[src/rtl/frame_buffer_arbiter.sv]
// frame_buffer_arbiter: shares one single-port, double-banked frame RAM
// between the PPU pixel writer (through a small write queue) and the VGA
// pixel reader (absolute priority, always from the front bank). Banks swap
// only at a VGA frame boundary once the PPU frame is complete and the queue
// has drained, so the display never shows a torn frame.
//
// Optional build macro: FB_DROP_CNT_EN adds a saturating 16-bit drop_cnt
// output counting cycles where the PPU writes while ppu_wr_full is high.
//
// Ports:
//   clock, rst_n               clock, synchronous active-low reset
//   ppu_wr/_addr/_data         PPU write request and payload
//   ppu_frame_end              PPU frame complete pulse
//   ppu_wr_full                queue cannot accept (registered)
//   vga_rd/_addr               VGA read request
//   vga_frame_end              VGA frame complete pulse
//   vga_rd_valid/_data         returned pixel, RD_LAT+2 cycles after request
//   ram_addr/_wr/_rd/_wdata    registered RAM command, ram_addr = {bank, addr}
//   ram_q                      RAM read data
//   front_bank                 bank currently displayed
//   swap_pending               PPU frame done, swap not yet taken
module frame_buffer_arbiter #(
    parameter int unsigned ADDR_W   = 16,
    parameter int unsigned DATA_W   = 6,
    parameter int unsigned WQ_DEPTH = 4,
    parameter int unsigned RD_LAT   = 1
) (
    input  logic              clock,
    input  logic              rst_n,
    input  logic              ppu_wr,
    input  logic [ADDR_W-1:0] ppu_wr_addr,
    input  logic [DATA_W-1:0] ppu_wr_data,
    input  logic              ppu_frame_end,
    output logic              ppu_wr_full,
    input  logic              vga_rd,
    input  logic [ADDR_W-1:0] vga_rd_addr,
    input  logic              vga_frame_end,
    output logic              vga_rd_valid,
    output logic [DATA_W-1:0] vga_rd_data,
    output logic [ADDR_W:0]   ram_addr,
    output logic              ram_wr,
    output logic              ram_rd,
    output logic [DATA_W-1:0] ram_wdata,
    input  logic [DATA_W-1:0] ram_q,
    output logic              front_bank,
    output logic              swap_pending
`ifdef FB_DROP_CNT_EN
    ,
    output logic [15:0]       drop_cnt
`endif
);

    localparam int unsigned PTR_W = $clog2(WQ_DEPTH);
    localparam int unsigned CNT_W = PTR_W + 1;

    typedef enum logic [1:0] {
        ST_RUN   = 2'd0,
        ST_DRAIN = 2'd1,
        ST_READY = 2'd2
    } state_e;

    // Write queue storage and pointers
    logic [ADDR_W-1:0] wq_addr_q [WQ_DEPTH];
    logic [DATA_W-1:0] wq_data_q [WQ_DEPTH];
    logic [PTR_W-1:0]  wr_ptr_q, wr_ptr_d;
    logic [PTR_W-1:0]  rd_ptr_q, rd_ptr_d;
    logic [CNT_W-1:0]  count_q, count_d;

    state_e            state_q, state_d;
    logic              front_q, front_d;
    logic              swap_q, swap_d;
    logic              full_q, full_d;

    logic [ADDR_W:0]   ram_addr_q, ram_addr_d;
    logic              ram_wr_q, ram_wr_d;
    logic              ram_rd_q, ram_rd_d;
    logic [DATA_W-1:0] ram_wdata_q, ram_wdata_d;

    logic [RD_LAT:0]   rd_pipe_q, rd_pipe_d;
    logic              rd_valid_q, rd_valid_d;
    logic [DATA_W-1:0] rd_data_q, rd_data_d;

    logic              push_c;
    logic              pop_c;

    // Grant, queue bookkeeping, swap FSM and read-return tracking
    always_comb begin
        push_c      = ppu_wr && !full_q;
        pop_c       = !vga_rd && (count_q != '0);
        count_d     = count_q + CNT_W'(push_c) - CNT_W'(pop_c);
        wr_ptr_d    = push_c ? wr_ptr_q + PTR_W'(1) : wr_ptr_q;
        rd_ptr_d    = pop_c  ? rd_ptr_q + PTR_W'(1) : rd_ptr_q;

        state_d     = state_q;
        front_d     = front_q;
        case (state_q)
            ST_RUN: begin
                // A write accepted alongside the frame-end pulse is already in count_d
                if (ppu_frame_end) begin
                    state_d = (count_d == '0) ? ST_READY : ST_DRAIN;
                end
            end
            ST_DRAIN: begin
                if (count_d == '0) begin
                    state_d = ST_READY;
                end
            end
            ST_READY: begin
                if (vga_frame_end) begin
                    state_d = ST_RUN;
                    front_d = ~front_q;
                end
            end
            default: state_d = ST_RUN;
        endcase
        swap_d      = (state_d != ST_RUN);
        full_d      = (count_d == CNT_W'(WQ_DEPTH)) || swap_d;

        // VGA reads win; reads in the swap cycle still see the old front bank
        ram_rd_d    = vga_rd;
        ram_wr_d    = pop_c;
        ram_addr_d  = '0;
        ram_wdata_d = '0;
        if (vga_rd) begin
            ram_addr_d  = {front_q, vga_rd_addr};
        end else if (pop_c) begin
            ram_addr_d  = {~front_q, wq_addr_q[rd_ptr_q]};
            ram_wdata_d = wq_data_q[rd_ptr_q];
        end

        // Stage RD_LAT lines up with ram_q being valid for that read
        rd_pipe_d   = {rd_pipe_q[RD_LAT-1:0], vga_rd};
        rd_valid_d  = rd_pipe_q[RD_LAT];
        rd_data_d   = rd_pipe_q[RD_LAT] ? ram_q : rd_data_q;
    end

    // Queue payload storage; contents need no reset, only the pointers do
    always_ff @(posedge clock) begin
        if (push_c) begin
            wq_addr_q[wr_ptr_q] <= ppu_wr_addr;
            wq_data_q[wr_ptr_q] <= ppu_wr_data;
        end
    end

    // State and output registers
    always_ff @(posedge clock) begin
        if (!rst_n) begin
            wr_ptr_q    <= '0;
            rd_ptr_q    <= '0;
            count_q     <= '0;
            state_q     <= ST_RUN;
            front_q     <= 1'b0;
            swap_q      <= 1'b0;
            full_q      <= 1'b0;
            ram_addr_q  <= '0;
            ram_wr_q    <= 1'b0;
            ram_rd_q    <= 1'b0;
            ram_wdata_q <= '0;
            rd_pipe_q   <= '0;
            rd_valid_q  <= 1'b0;
            rd_data_q   <= '0;
        end else begin
            wr_ptr_q    <= wr_ptr_d;
            rd_ptr_q    <= rd_ptr_d;
            count_q     <= count_d;
            state_q     <= state_d;
            front_q     <= front_d;
            swap_q      <= swap_d;
            full_q      <= full_d;
            ram_addr_q  <= ram_addr_d;
            ram_wr_q    <= ram_wr_d;
            ram_rd_q    <= ram_rd_d;
            ram_wdata_q <= ram_wdata_d;
            rd_pipe_q   <= rd_pipe_d;
            rd_valid_q  <= rd_valid_d;
            rd_data_q   <= rd_data_d;
        end
    end

`ifdef FB_DROP_CNT_EN
    logic [15:0] drop_q, drop_d;

    // Saturating count of writes refused while full
    always_comb begin
        drop_d = drop_q;
        if (ppu_wr && full_q && (drop_q != 16'hFFFF)) begin
            drop_d = drop_q + 16'd1;
        end
    end

    always_ff @(posedge clock) begin
        if (!rst_n) begin
            drop_q <= '0;
        end else begin
            drop_q <= drop_d;
        end
    end

    assign drop_cnt = drop_q;
`endif

    assign ppu_wr_full  = full_q;
    assign vga_rd_valid = rd_valid_q;
    assign vga_rd_data  = rd_data_q;
    assign ram_addr     = ram_addr_q;
    assign ram_wr       = ram_wr_q;
    assign ram_rd       = ram_rd_q;
    assign ram_wdata    = ram_wdata_q;
    assign front_bank   = front_q;
    assign swap_pending = swap_q;

endmodule

[config.mk]
export PLATFORM = sky130hd
export DESIGN_NAME = frame_buffer_arbiter
export DESIGN_NICKNAME = d
export VERILOG_FILES = /design/src/rtl/frame_buffer_arbiter.sv
export SDC_FILE = /design/constraint.sdc
export NUM_CORES = 1
export LEC_CHECK = 0
export CAP_MARGIN = 10
export CORE_MARGIN = 1
export CORE_UTILIZATION = 52
export CTS_CLUSTER_SIZE = 16
export DETAILED_ROUTE_END_ITERATION = 6
export GPL_TIMING_DRIVEN = 0
export PLACE_DENSITY_LB_ADDON = 0.15
export SETUP_SLACK_MARGIN = 0.5
export SYNTH_ARGS = -nofsm -noshare
export SYNTH_HDL_FRONTEND = slang
export SYNTH_SLANG_ARGS = --single-unit
[constraint.sdc]
create_clock -name clock -period 3.05 [get_ports clock]
set_input_delay 0.915 -clock clock [delete_from_list [all_inputs] [get_ports clock]]
set_output_delay 0.915 -clock clock [all_outputs]
set_load 0.01 [all_outputs]
==> impl_metrics.yaml <==
placement:
  gp_congestion: 0.720
  io_buffer_count: 84
  place_hpwl_mm: 5.34
  placed_cell_area_mm2: 0.00586
worst_setup_path:
  cp_max_fo: 4
  slowest_stage: "fa_2"
  max_stage_delay_ns: 0.56
  worstPathArrival_ns: 2.91
  worst_setup_path_end_kind: "flip-flop"
  path_cells: "clkdlybuf4s50_1 > nor2b_1 > buf_4 > inv_2 > ha_4 > inv_2 > ha_4 > inv_2 > fa_2 > nand2b_4 > o31ai_2"
  cp.required_ns: 3.49
  crit_type: "in -> reg"
  critPathLaunchType: "input port"
  crit_top_cell: "inv_2"
floorplanning:
  die-height_um: 98.9
  pin_count: 85
  dieWidth_um: 98.9
  core_mm2: 0.00889
  die_area_mm2: 0.00978
  rows: 34
  start_util_pct: 54.9
final_layout:
  final_area_mm2: 0.00655
  final_util_pct: 73.7
  fillers: 539
  drive_above_1_share_pct: 19.5
  nNetsFinal: 424
  final_cell_mix: "edfxtp_1, clkdlybuf4s50_1, dfxtp_1"
  antenna_cells: 0
  mostFrequentLayoutCell: "edfxtp_1"
  syn2layout_area_growth_pct: 34.2
sta:
  hold-worst-slack_ns: 0.509
  rsz0062_at_grt: "no"
  drv_slew: 0
  final.period_utilization_pct: 81.0
  hold_viol: 0
  period_minus_slack_ns: 2.47
  worst_slew_pin_slew_ns: 1.16
  skew_ns: 0.0108
  final-setup-viol-count: 0
  max-slew-margin-rel_pct: 22.9
  max_freq_mhz: 405
synth:
  yosysWarnings: 0
  synth_area_mm2: 0.00488
  syn_nets: 318
  syn_avg_cell_area_um2: 18.7
  synth.distinct_cells: 32
  ys_seq_area_share_pct: 73.4
  synth-seq-cells: 135
  synthCells: 261
cts:
  root_buffer: "clkbuf_8"
  postCtsHoldBufs: 0
  numCtsBuffers: 17
  htreeDepth: 4
  cts_buffer_depth: 2
  cts_sinks: 135
  path_clk_slew_ns: 0.06
  insertion_delay_ns: 0.51
  cts_tree: "yes"
routing:
  first_iter_violations: 82
  drc: 0
  vias_per_cell: 5.38
  wl_per_cell_um: 18.2
  num_vias: 2627
  routed_wirelength_mm: 8.87
  dr.pass1.iters: 4
  antenna_left: 0
global_routing:
  overflow: 0
  antenna_found_initial: 0
  grt_pass1_wl_mm: 14.0
  grt_pass1_vias: 2731
  track_usage_pct: 20.1
  grt_max_degree: 23
power_and_ir_drop:
  leakage_nw: 2.30
  powerDensity_mw_per_mm2: 827
  vdd_drop_max_v: 0.000542
min_path:
  hp-class: "reg -> reg"
status:
  outcome: "completed"
run:
  maxCapViolCount: 0
==> registers in the layout (all words and copies together), names as in the netlist, 2 cells and up, named ones only <==
register and flops:
count_q 3, state_q 2, ram_wdata 6, wq_addr_q 64, wq_data_q 24, rd_pipe_q 2
vga_rd_data 6, rd_ptr_q 2, ram_addr 17, wr_ptr_q 2
==> timing repair <==
item | CTS | global route
buffers inserted | 1 | 1
gates resized for setup | 11 | 5
setup endpoints to repair | 26 | 25
pin swaps | 4 | 1
cloned | 0 | 0
==> cells in the mapped netlist, drive strengths merged <==
cell    instances  area share [%]
edfxtp         88              54
dfxtp          47              19
mux4           22              11
a22o           16             2.9
and2           16             2.1
buf            10             1.4
nor2b           9             1.2
mux2i           8             1.6
ha              6             1.5
inv             6            0.46
nand2           5            0.38
clkbuf          4            0.31
a21boi          3            0.46
nor2            3            0.23
nor3b           3            0.56
nand2b          2            0.26
or3             2            0.26
xnor2           2            0.36
fa              1            0.41
nand3b          1            0.15
nor3            1            0.21
o21a            1            0.15
o21ai           1            0.10
o21ba           1            0.21
o21bai          1            0.15
o31ai           1            0.15
xor3            1            0.49
==> stage by stage <==
step / cells / setup WS [ns] / TNS, ns / power (mW)
finish: 488 / 0.579 / 0 / 5.42
global route: 488 / 0.494 / 0 / 5.63
CTS: 486 / 0.450 / 0 / 5.42
detailed placement: 453 / -0.182 / -2.82 / 3.29
global placement: 453 / -0.113 / -1.25 / 3.27
floorplan: 261 / 0.477 / 0 / 2.91
==> critical path, delay by kind of cell <==
family | cells | cell delay (ns)
compound gates | 1 | 0.19
buf+inv | 5 | 0.71
simple gates | 2 | 0.19
fa+ha+maj | 3 | 0.89
==> power by group <==
part,internal (mW),switching [mW]
Sequential,2.20,0.0755
Combinational,0.618,0.475
Clock,1.28,0.771
==> area by class of cell <==
cell class              count  area [um2]  area share, %
flip-flops and latches    135        3580           54.7
multi-input cells         106        1240           18.9
repair buffers             87         886           13.5
clock buffers              19         432           6.59
clock inverters            13         169           2.58
well taps                 108         135           2.06
plain buffers              14        88.8           1.36
inverters                   6        22.5          0.344
==> layer usage <==
metal / vias up / global-route usage [%] / wire length, um
met3: 13 / 5.82 / 368
met1: 1316 / 24.4 / 3840
met2: 78 / 33.7 / 4560
met5: - / 0 / 0
li1: 1220 / - / -
met4: 0 / 8.61 / 108
==> final timing paths <==
| check | startpoint | endpoint | slack (ns) | cells after the start |
|---|---|---|---|---|
| worst min register to register | rd_pipe_q[0]$_SDFF_PN0_ | rd_pipe_q[1]$_SDFF_PN0_ | 0.51 | 1 |
| worst max register to register | count_q[1]$_SDFF_PN0_ | state_q[1]$_SDFF_PN0_ | 0.86 | 9 |
| worst min-delay path | rd_pipe_q[0]$_SDFF_PN0_ | rd_pipe_q[1]$_SDFF_PN0_ | 0.51 | 1 |
| worst max-delay path | ppu_wr | state_q[1]$_SDFF_PN0_ | 0.58 | 11 |
==> logic make-up after synthesis <==
kind of cell    Yosys count  synth area share, %
fa+ha+maj                 7                 1.95
compound gates           24                 4.10
xor+xnor                  3                0.846
mux                      30                 12.3
flops                   135                 73.4
simple gates             42                 5.25
buf+inv                  20                 2.20
No activity file was read; power rests on OpenSTA's default activity.
